$ cat src/rtl/drp_sample_reader.sv
// drp_sample_reader
//   Reads two ADC channels over a single DRP read port once per sample period
//   and publishes them as one pair. Channel A is the signal and channel B is
//   the noise reference. The module also generates the sample strobe that
//   paces the downstream LMS filter. It detects response timeouts and overruns
//   of the sample period.
//
// Ports
//   clk           system clock
//   rst_n         async active-low reset (deassertion is synchronous to clk)
//   en            enables periodic sampling
//   drp_addr      DRP address; 0 whenever drp_rd_en is low
//   drp_rd_en     DRP read request, single-cycle pulse
//   drp_rd_data   DRP read data, qualified by drp_data_rdy
//   drp_data_rdy  DRP response strobe
//   sample_a      last completed channel A sample
//   sample_b      last completed channel B sample
//   sample_valid  1-cycle pulse marking a new sample_a/sample_b pair
//   timeout_err   sticky, set when a read receives no response in time
//   overrun_err   sticky, set when a tick arrives while a pair is in flight
//   err_count     count of timeouts plus overruns, saturating at 8'hFF
//
// state  | meaning
// IDLE   | waiting for the sample tick
// REQ_A  | drp_rd_en high with ADDR_A
// WAIT_A | waiting for the channel A response
// REQ_B  | drp_rd_en high with ADDR_B
// WAIT_B | waiting for the channel B response
// DONE   | sample_valid high; the new pair is on sample_a/sample_b
module drp_sample_reader #(
  parameter logic [6:0] ADDR_A        = 7'h10,
  parameter logic [6:0] ADDR_B        = 7'h11,
  parameter int         SAMPLE_PERIOD = 16,
  parameter int         TIMEOUT       = 32,
  parameter int         ADC_WIDTH     = 12
) (
  input  logic                 clk,
  input  logic                 rst_n,
  input  logic                 en,
  output logic [6:0]           drp_addr,
  output logic                 drp_rd_en,
  input  logic [15:0]          drp_rd_data,
  input  logic                 drp_data_rdy,
  output logic [ADC_WIDTH-1:0] sample_a,
  output logic [ADC_WIDTH-1:0] sample_b,
  output logic                 sample_valid,
  output logic                 timeout_err,
  output logic                 overrun_err,
  output logic [7:0]           err_count
);

  localparam int PW = (SAMPLE_PERIOD > 1) ? $clog2(SAMPLE_PERIOD) : 1;
  localparam int TW = (TIMEOUT > 1) ? $clog2(TIMEOUT) : 1;
  localparam logic [PW-1:0] PER_LAST = PW'(SAMPLE_PERIOD - 1);
  localparam logic [TW-1:0] WAIT_LOAD = TW'(TIMEOUT - 1);

  typedef enum logic [2:0] {
    IDLE   = 3'd0,
    REQ_A  = 3'd1,
    WAIT_A = 3'd2,
    REQ_B  = 3'd3,
    WAIT_B = 3'd4,
    DONE   = 3'd5
  } state_t;

  state_t state, state_nxt;

  logic [PW-1:0]        per_cnt;
  logic [TW-1:0]        wait_cnt;
  logic [ADC_WIDTH-1:0] hold_a;
  logic                 tick;
  logic                 overrun;
  logic                 to_hit;
  logic                 cap_a;
  logic                 cap_b;
  logic                 rd_en_nxt;
  logic [6:0]           addr_nxt;
  logic                 valid_nxt;
  logic [1:0]           err_inc;
  logic [8:0]           err_sum;

  // Bits of drp_rd_data above the ADC width are intentionally discarded.
  if (ADC_WIDTH < 16) begin : g_unused
    logic unused_rd_bits;
    assign unused_rd_bits = ^drp_rd_data[15:ADC_WIDTH];
  end

  // The period counter is held at 0 while disabled, so a re-enable always
  // waits one full period before the next tick.
  always_ff @(posedge clk or negedge rst_n) begin
    if (!rst_n) begin
      per_cnt <= '0;
    end else if (!en || per_cnt == PER_LAST) begin
      per_cnt <= '0;
    end else begin
      per_cnt <= per_cnt + 1'b1;
    end
  end

  assign tick    = en && (per_cnt == PER_LAST);
  assign overrun = tick && (state != IDLE);

  // The wait timer is loaded during the request cycle, so it reads TIMEOUT-1
  // in the first WAIT cycle and reaches 0 in the TIMEOUT-th cycle. A response
  // in that last cycle still wins over the timeout.
  always_ff @(posedge clk or negedge rst_n) begin
    if (!rst_n) begin
      wait_cnt <= '0;
    end else if (state == REQ_A || state == REQ_B) begin
      wait_cnt <= WAIT_LOAD;
    end else if (wait_cnt != '0) begin
      wait_cnt <= wait_cnt - 1'b1;
    end
  end

  always_ff @(posedge clk or negedge rst_n) begin
    if (!rst_n) begin
      state <= IDLE;
    end else begin
      state <= state_nxt;
    end
  end

  always_comb begin
    state_nxt = state;
    cap_a     = 1'b0;
    cap_b     = 1'b0;
    to_hit    = 1'b0;
    case (state)
      IDLE:   if (tick) state_nxt = REQ_A;
      REQ_A:  state_nxt = WAIT_A;
      WAIT_A: begin
        if (drp_data_rdy) begin
          cap_a     = 1'b1;
          state_nxt = REQ_B;
        end else if (wait_cnt == '0) begin
          to_hit    = 1'b1;
          state_nxt = IDLE;
        end
      end
      REQ_B:  state_nxt = WAIT_B;
      WAIT_B: begin
        if (drp_data_rdy) begin
          cap_b     = 1'b1;
          state_nxt = DONE;
        end else if (wait_cnt == '0) begin
          to_hit    = 1'b1;
          state_nxt = IDLE;
        end
      end
      DONE:   state_nxt = IDLE;
      default: state_nxt = IDLE;
    endcase
  end

  // Registered outputs are decoded from the next state, so they line up with
  // the state they describe.
  always_comb begin
    rd_en_nxt = 1'b0;
    addr_nxt  = 7'd0;
    valid_nxt = 1'b0;
    if (state_nxt == REQ_A) begin
      rd_en_nxt = 1'b1;
      addr_nxt  = ADDR_A;
    end else if (state_nxt == REQ_B) begin
      rd_en_nxt = 1'b1;
      addr_nxt  = ADDR_B;
    end
    if (state_nxt == DONE) valid_nxt = 1'b1;
  end

  assign err_inc = {1'b0, overrun} + {1'b0, to_hit};
  assign err_sum = {1'b0, err_count} + {7'd0, err_inc};

  always_ff @(posedge clk or negedge rst_n) begin
    if (!rst_n) begin
      drp_rd_en    <= 1'b0;
      drp_addr     <= 7'd0;
      sample_valid <= 1'b0;
      hold_a       <= '0;
      sample_a     <= '0;
      sample_b     <= '0;
      timeout_err  <= 1'b0;
      overrun_err  <= 1'b0;
      err_count    <= 8'd0;
    end else begin
      drp_rd_en    <= rd_en_nxt;
      drp_addr     <= addr_nxt;
      sample_valid <= valid_nxt;
      if (cap_a) hold_a <= drp_rd_data[ADC_WIDTH-1:0];
      // Publish A and B together on the edge entering DONE. This keeps a
      // lone A from ever being visible and aligns the pair with sample_valid.
      if (cap_b) begin
        sample_a <= hold_a;
        sample_b <= drp_rd_data[ADC_WIDTH-1:0];
      end
      if (to_hit)  timeout_err <= 1'b1;
      if (overrun) overrun_err <= 1'b1;
      err_count <= err_sum[8] ? 8'hFF : err_sum[7:0];
    end
  end

endmodule

$ cat config.mk
export PLATFORM = sky130hd
export DESIGN_NAME = drp_sample_reader
export DESIGN_NICKNAME = d
export VERILOG_FILES = /design/src/rtl/drp_sample_reader.sv
export SDC_FILE = /design/constraint.sdc
export NUM_CORES = 1
export LEC_CHECK = 0
export BUFFER_PORTS_ARGS = -buffer_cell sky130_fd_sc_hd__buf_2
export CAP_MARGIN = 20
export CORE_ASPECT_RATIO = 1.5
export CORE_UTILIZATION = 40
export CTS_CLUSTER_SIZE = 24
export DETAILED_ROUTE_END_ITERATION = 7
export GPL_TIMING_DRIVEN = 0
export PLACE_DENSITY = 0.6
export RECOVER_POWER = 25
export SLEW_MARGIN = 20
export SYNTH_ARGS = -nofsm -noshare
export SYNTH_HDL_FRONTEND = slang
export SYNTH_SLANG_ARGS = --single-unit
$ cat constraint.sdc
create_clock -name clk -period 9 [get_ports clk]
set_clock_uncertainty 0.15 [all_clocks]
set_input_delay 0.45 -clock clk [delete_from_list [all_inputs] [get_ports clk]]
set_output_delay 0.45 -clock clk [all_outputs]
set_load 0.05 [all_outputs]
==> impl_metrics.json, run 1 <==
{
  "dp_hpwl_mm": 2.99,
  "routed_wl_mm": 4.30,
  "track_usage_pct": 14.9,
  "syn_avg_cell_area_um2": 13.3,
  "routed-wl-met2_mm": 2.04,
  "wire_per_inst_um": 12.8,
  "crit_fanout": 8,
  "status": "finished with violations",
  "nets": 283,
  "grt_max_degree": 62,
  "end_kind": "register",
  "synthCells": 190,
  "highest_layer": "met4",
  "synth_most_common_cell": "dfrtp_1",
  "relSlewSlack_pct": -110,
  "clkTransAtPathRegs_ps": 70,
  "synth_compound_area_share_pct": 4.65,
  "placementRows": 35,
  "placed_area_um2": 2910,
  "path_cells": "inv_1 > ha_1 > or4b_1 > buf_2 > or4_4 > fa_1 > inv_1 > ha_1 > nand3_1 > or3_1 > o21ai_0",
  "p_leak_nw": 1.64,
  "viasPerCell": 4.80,
  "crit_cells": 11,
  "num_antenna_cells": 0,
  "crit_required_ps": 9100,
  "rsz0062_at_grt": "no",
  "hp-class": "primary input to register",
  "setup_viol": 0,
  "yosys_warnings": 0,
  "cap_violations": 1,
  "place.port_buffers": 53,
  "vias": 1619,
  "cts-root-buf": "clkbuf_8",
  "reg2regPathDepth": 11,
  "max-clock-path-buffers": 2,
  "power.density_nw_per_um2": 334,
  "critPathKind": "register to register",
  "grt_pass1_vias": 1585,
  "initial_utilization_pct": 41.3,
  "finalCritPeriodShare_pct": 38.0,
  "cts.sinks": 61,
  "yosys_most_used_dff": "dfrtp_1",
  "rr_startpoint": "wait_cnt[0]",
  "post-route-min-period_ps": 3420,
  "drtIter0Drc": 61,
  "critPathTopFamily": "simple AND/OR/NAND/NOR gates",
  "synth-simple-area-share_pct": 9.19,
  "first_pass_iters": 6,
  "antenna_found_initial": 0,
  "slew_violations": 62,
  "wl_met3_um": 248,
  "synth_top_family_by_area": "multiplexers",
  "hold_end": "sample_b[2]",
  "die-area_um2": 6660,
  "coreArea_um2": 6130,
  "fin_area_um2": 3090,
  "rrSetupSlack_ps": 5580,
  "layout-drive-gt1-share_pct": 45.2,
  "whs_ps": 210,
  "r2r-end": "err_count[3]",
  "synthTopCellsByArea": "dfrtp_1 60%, mux2_2 17%, ha_1 2.0%, buf_4 1.8%, o21ai_0 1.4%",
  "tns_ps": 0,
  "yosysTopAreaCell": "dfrtp_1",
  "yosys_register_bits": 61,
  "clk_latency_ps": 330,
  "synth-xor-area-share_pct": 1.38,
  "violations": "capacitance limit, slew limit",
  "synthArstFlopShare_pct": 100,
  "yosys-mux-area-fraction_pct": 17.3,
  "fillers": 566,
  "cts-htree-levels": 3,
  "synth_fa_ha_area_share_pct": 2.77,
  "finalHoldViolCount": 0,
  "slowest_delay_ps": 510,
  "ys_seq_area_share_pct": 60.3,
  "tightest_slew_ps": 3140,
  "critical_path.slowest_cell": "or4_4",
  "yosysTopAreaCellShare_pct": 60.3,
  "crit_buf_inv": 3,
  "pin_count": 63,
  "syn_area_um2": 2530,
  "wl_met1_mm": 1.96,
  "synth-edff-count": 0,
  "post_cts_resized": 0,
  "cts_hold_buf": 0,
  "hold_path_startpoint": "drp_rd_data[2]",
  "ant_nets": 0,
  "ir_worst_vdd_mv": 0.196,
  "synthTopCellsByCount": "61 x dfrtp_1, 38 x mux2_2, 9 x inv_1, 9 x nand2_1, 7 x o21ai_0",
  "die_w_um": 67.0,
  "drc": 0,
  "area_growth_pct": 22.2,
  "grt_pass1_wl_mm": 7.23,
  "tritoncts": "done",
  "die_y_um": 99.4,
  "min_path_cells": 2,
  "post_cts.repair.setup_buffers": 0,
  "max_freq_mhz": 292,
  "cts_made_buffers": 9,
  "cp_data_arrival_time_ps": 3530,
  "yosysUniqueCellTypes": 40,
  "gp_congestion": 0.694,
  "overflow": 0,
  "start_kind": "register"
}
==> state kept, by name, summed over array words and instances, names as in the netlist <==
signal / count
hold_a: 12
sample_a: 12
sample_b: 12
err_count: 8
wait_cnt: 5
per_cnt: 4
state: 3
drp_addr: 2
overrun_err: 1
sample_valid: 1
timeout_err: 1
==> cell type report <==
| cell class | instances | area [um^2] | area share (%) |
|---|---|---|---|
| Buffer | 12 | 73.8 | 2.39 |
| Clock buffer | 11 | 141 | 4.57 |
| Clock inverter | 5 | 50.0 | 1.62 |
| Inverter | 9 | 33.8 | 1.09 |
| Multi-Input combinational cell | 112 | 912 | 29.5 |
| Sequential cell | 61 | 1530 | 49.3 |
| Tap cell | 74 | 92.6 | 2.99 |
| Timing Repair Buffer | 53 | 264 | 8.53 |
==> layout by cell type (no fill, tap or decap), types with 2 or more instances in the layout <==
cell type and n:
xnor2_1 3, clkbuf_1 3, clkbuf_8 10, nand2_1 9, clkinv_2 4, dfrtp_1 61
nand3_1 3, ha_1 4, o211ai_1 2, buf_4 6, o21ai_0 7, and3_1 3
buf_2 57, nand2b_1 5, conb_1 5, mux2_2 38, inv_1 9, nor3_1 2
a21oi_1 4, nor2_1 5
==> per-stage QoR <==
stage	worst slack (ps)	cells	utilization, %	total power, mW
global placement	5610	321	47.4	0.800
detailed placement	5590	321	47.4	0.808
floorplan	5790	194	-	0.718
finish	5580	337	50.5	1.03
global route	5190	337	50.5	1.09
CTS	5570	337	50.5	1.05
==> layer usage <==
layer | up-vias | GRT usage [%]
met1 | 786 | 19.0
met5 | - | 0
met4 | 0 | 7.86
met2 | 45 | 21.8
met3 | 5 | 5.73
li1 | 783 | -
==> cells by family (layout without fill, tap and decap cells) <==
family | after synthesis | count (layout)
compound gates | 19 | 19
mux | 39 | 39
flops | 61 | 61
fa+ha+maj | 5 | 5
other cells | 1 | 5
xor+xnor | 4 | 4
simple gates | 40 | 40
buf+inv | 21 | 90
==> worst max-delay path by stage <==
| stage | startpoint | endpoint | slack [ps] |
|---|---|---|---|
| finish | wait_cnt[0] | err_count[3] | 5580 |
| floorplan | wait_cnt[0] | err_count[3] | 5790 |
| detailed placement | wait_cnt[0] | err_count[3] | 5590 |
| CTS | wait_cnt[0] | err_count[3] | 5570 |
| global route | rst_n | overrun_err | 5190 |
| global placement | wait_cnt[0] | err_count[3] | 5610 |
==> report_power, final <==
group	switching, mW	internal, mW
combinational	0.255	0.129
clock	0.101	0.134
sequential	0.0503	0.364
Power figures use the tool's default switching activity.
==> run 2: changes to the inputs <==
Clock period 9 ns to 3.2 ns, I/O delays scaled along.
==> impl_metrics.json, run 2 (synthesis gave the netlist of run 1 again) <==
{
  "status": "finished clean",
  "multi_input_area_um2": 967,
  "end_kind": "register",
  "viasPerCell": 4.80,
  "seqCellArea_um2": 1530,
  "rsz0062_at_grt": "yes",
  "grt_pass1_vias": 1722,
  "r2r-end": "err_count[3]",
  "coreArea_um2": 6130,
  "cts.sinks": 61,
  "max_freq_mhz": 316,
  "drtIter0Drc": 33,
  "grt_max_degree": 62,
  "power.density_nw_per_um2": 913,
  "num_antenna_cells": 0,
  "post-route-min-period_ps": 3160,
  "fillers": 534,
  "cts-htree-levels": 3,
  "place.port_buffers": 53,
  "finalHoldViolCount": 0,
  "relSlewSlack_pct": 2.63,
  "final_common_cell": "dfrtp_1",
  "first_pass_iters": 3,
  "die_w_um": 67.0,
  "ant_nets": 0,
  "overflow": 0,
  "hp-class": "register to register",
  "max-clock-path-buffers": 2,
  "power_mw": 3.10,
  "die_y_um": 99.4,
  "wire_per_inst_um": 13.5,
  "whs_ps": 314,
  "tritoncts": "done",
  "setup_viol": 0,
  "tns_ps": 0,
  "placementRows": 35,
  "crit_fanout": 6,
  "finalCritPeriodShare_pct": 98.7,
  "slew_violations": 0,
  "pre_cts_slack_ps": -191,
  "critPathKind": "register to register",
  "dp_hpwl_mm": 3.05,
  "cap_violations": 0,
  "crit_required_ps": 3300,
  "hold_path_startpoint": "overrun_err",
  "grt_pass1_wl_mm": 7.91,
  "ir_worst_vdd_mv": 0.574,
  "placed_area_um2": 2910,
  "cp_data_arrival_time_ps": 3260,
  "fin_area_um2": 3400,
  "layout_common_cells": "61 x dfrtp_1, 52 x buf_2, 38 x mux2_2",
  "rr_startpoint": "wait_cnt[0]",
  "reg2regPathDepth": 11,
  "clkTransAtPathRegs_ps": 70,
  "layout-drive-gt1-share_pct": 47.2,
  "die-area_um2": 6660,
  "pin_count": 63,
  "gp_congestion": 0.715,
  "antenna_found_initial": 0,
  "cts-root-buf": "clkbuf_8",
  "start_kind": "register",
  "nets": 305,
  "vias": 1718,
  "p_leak_nw": 1.73,
  "rrSetupSlack_ps": 40,
  "top_regs": "hold_a: 12 flops, sample_a: 12 flops, sample_b: 12 flops",
  "min_path_cells": 1,
  "hold_end": "overrun_err",
  "drc": 0,
  "cts_made_buffers": 9,
  "area_growth_pct": 34.2,
  "clk_latency_ps": 320,
  "tightest_slew_ps": 1460,
  "routed_wl_mm": 4.82,
  "track_usage_pct": 16.2,
  "fin_ws_ps": 40.2,
  "initial_utilization_pct": 41.3
}
==> run 2: worst max path at each step <==
| stage | from | to | slack (ps) |
|---|---|---|---|
| floorplan | wait_cnt[0] | err_count[6] | 10 |
| global placement | wait_cnt[0] | err_count[3] | -150 |
| detailed placement | wait_cnt[0] | err_count[3] | -190 |
| CTS | wait_cnt[1] | err_count[6] | 9 |
| global route | wait_cnt[0] | err_count[6] | -30 |
| finish | wait_cnt[0] | err_count[3] | 40 |
==> run 2: power by group <==
| group | leakage [nW] | switching, mW | total (mW) | internal [mW] |
|---|---|---|---|---|
| Combinational | 0.835 | 0.748 | 1.15 | 0.407 |
| Sequential | 0.785 | 0.145 | 1.17 | 1.02 |
| Clock | 0.115 | 0.279 | 0.777 | 0.498 |
| Total | 1.73 | 1.17 | 3.10 | 1.93 |
==> run 2: what timing repair did <==
| item | CTS | global route |
|---|---|---|
| endpoints found under the setup margin | 7 | 8 |
| hold buffers | 15 | 0 |
| resized for setup | 6 | 11 |
| hold endpoints to repair | 90 | 0 |
| gates cloned | 0 | 0 |
| buffers inserted | 1 | 6 |
| pin swaps | 2 | 1 |
==> run 2: cell type report <==
cell class	count	area share [%]
Sequential cell	61	45.0
Inverter	9	0.995
Clock buffer	12	4.86
Timing Repair Buffer	75	13.6
Tap cell	74	2.73
Multi-Input combinational cell	112	28.5
Clock inverter	3	1.99
Buffer	12	2.36
==> run 2: through the flow <==
stage,util [%],std cells
5_1_grt,55.4,358
4_1_cts,54.3,352
2_1_floorplan,-,194
3_3_place_gp,47.4,321
3_5_place_dp,47.5,321
6_report,55.4,358
==> run 2: layer usage <==
| metal | track usage [%] | up-vias | share of wire [%] |
|---|---|---|---|
| met5 | 0 | - | 0 |
| met4 | 7.86 | 0 | 1.2 |
| met3 | 4.47 | 6 | 4.5 |
| met2 | 25.4 | 43 | 52 |
| met1 | 20.2 | 845 | 43 |
| li1 | - | 824 | - |
==> run 2: worst max-delay path, stage by stage, from the launching register on <==
cell,delay (ps)
dfrtp_1,400
inv_2,90
ha_4,130
or4b_4,460
buf_6,150
or4_4,500
fa_2,410
inv_2,90
ha_4,150
nand3_4,100
or3_4,380
o21ai_1,90
==> run 3: changes to the inputs <==
Settings changed: SETUP_SLACK_MARGIN set to 0.1.
Clock period 3.2 ns to 3.55 ns, I/O delays scaled along.
==> impl_metrics.json, run 3 (synthesis gave the netlist of run 1 again) <==
{
  "rr_startpoint": "wait_cnt[0]",
  "max_freq_mhz": 304,
  "tightest_slew_ps": 1460,
  "viasPerCell": 4.81,
  "end_kind": "register",
  "gp_congestion": 0.694,
  "wire_per_inst_um": 12.6,
  "grt_pass1_vias": 1640,
  "placementRows": 35,
  "max-clock-path-buffers": 2,
  "p_leak_nw": 1.70,
  "pin_count": 63,
  "rrSetupSlack_ps": 260,
  "pre_cts_slack_ps": 144,
  "r2r-end": "err_count[6]",
  "cts.sinks": 61,
  "setup_viol": 0,
  "vias": 1687,
  "reg2regPathDepth": 11,
  "post_cts.repair.setup_buffers": 0,
  "finalCritPeriodShare_pct": 92.7,
  "top_regs": "hold_a: 12 flops, sample_a: 12 flops, sample_b: 12 flops",
  "grt_max_degree": 62,
  "nets": 297,
  "cap_violations": 0,
  "startpoint": "wait_cnt[0]",
  "die_y_um": 99.4,
  "die_w_um": 67.0,
  "overflow": 0,
  "crit_required_ps": 3620,
  "post-route-min-period_ps": 3290,
  "fin_ws_ps": 260,
  "track_usage_pct": 15.2,
  "place.port_buffers": 53,
  "critPathKind": "register to register",
  "ir_worst_vdd_mv": 0.498,
  "layout_common_cells": "61 x dfrtp_1, 56 x buf_2, 38 x mux2_2",
  "status": "finished clean",
  "cts_made_buffers": 9,
  "cts-htree-levels": 3,
  "layout-drive-gt1-share_pct": 44.4,
  "relSlewSlack_pct": 2.45,
  "min_path_cells": 3,
  "slew_violations": 0,
  "clkTransAtPathRegs_ps": 70,
  "area_growth_pct": 28.4,
  "power.density_nw_per_um2": 811,
  "clk_latency_ps": 330,
  "dp_hpwl_mm": 2.99,
  "final_common_cell": "dfrtp_1",
  "routed_wl_mm": 4.43,
  "drc": 0,
  "coreArea_um2": 6130,
  "crit_fanout": 8,
  "finalHoldViolCount": 0,
  "cp_data_arrival_time_ps": 3360,
  "hold_path_startpoint": "drp_data_rdy",
  "ant_nets": 0,
  "grt_pass1_wl_mm": 7.39,
  "first_pass_iters": 4,
  "drtIter0Drc": 50,
  "tritoncts": "done",
  "start_kind": "register",
  "hp-class": "primary input to register",
  "tns_ps": 0,
  "antenna_found_initial": 0,
  "initial_utilization_pct": 41.3,
  "num_antenna_cells": 0,
  "die-area_um2": 6660,
  "hold_end": "state[2]",
  "cts-root-buf": "clkbuf_8",
  "rsz0062_at_grt": "no"
}
## run 3: report_power, final
group,total [mW],internal (mW),switching (mW)
Clock,0.597,0.339,0.258
Combinational,0.988,0.339,0.649
Sequential,1.05,0.923,0.128
## run 3: how the worst max path moves through the flow
stage	endpoint	cells past startpoint	slack, ps
2_1_floorplan	err_count[3]	11	340
3_3_place_gp	err_count[3]	11	160
3_5_place_dp	err_count[3]	11	140
4_1_cts	err_count[3]	11	120
5_1_grt	err_count[6]	11	110
6_report	err_count[6]	11	260
## run 3: area by class of cell
class / instances / area, um^2
buffer: 12 / 76.3
clock buffer: 11 / 141
clock inverter: 5 / 50.0
fill: 548 / 2880
inverter: 9 / 33.8
multi-input combinational: 112 / 925
sequential: 61 / 1530
tap: 74 / 92.6
timing repair buffer: 67 / 405
## run 3: per-stage QoR
step	util, %	cell area, um^2	total power, mW	cells	hold WS (ps)
6_report	53.0	3250	2.64	351	24.0
5_1_grt	53.0	3250	2.78	351	52.7
4_1_cts	52.8	3240	2.66	351	13.2
3_5_place_dp	47.4	2910	2.05	321	151
3_3_place_gp	47.4	2900	2.03	321	274
2_1_floorplan	-	2550	1.82	194	-268
## run 3: layer usage
layer | part of all wire (%) | global-route usage [%] | vias to the layer above
met5 | 0 | 0 | -
met2 | 49 | 22.7 | 45
met3 | 5.7 | 5.85 | 5
met1 | 45 | 18.9 | 828
li1 | - | - | 809
met4 | 1.1 | 7.86 | 0
## run 3: worst max-delay path, stage by stage, from the launching register on
cell     delay, ps
dfrtp_1        400
inv_1           90
ha_1           160
or4b_1         440
buf_4          180
or4_4          500
fa_1           390
inv_1           90
ha_2           190
nand3_2        120
nor2_1         120
mux2_2         330
## run 3: timing repair
action | in CTS | in global routing
hold buffers | 14 | 0
gates resized for setup | 0 | 5
endpoints found under the hold margin | 89 | 0
endpoints found under the setup margin | 0 | 6
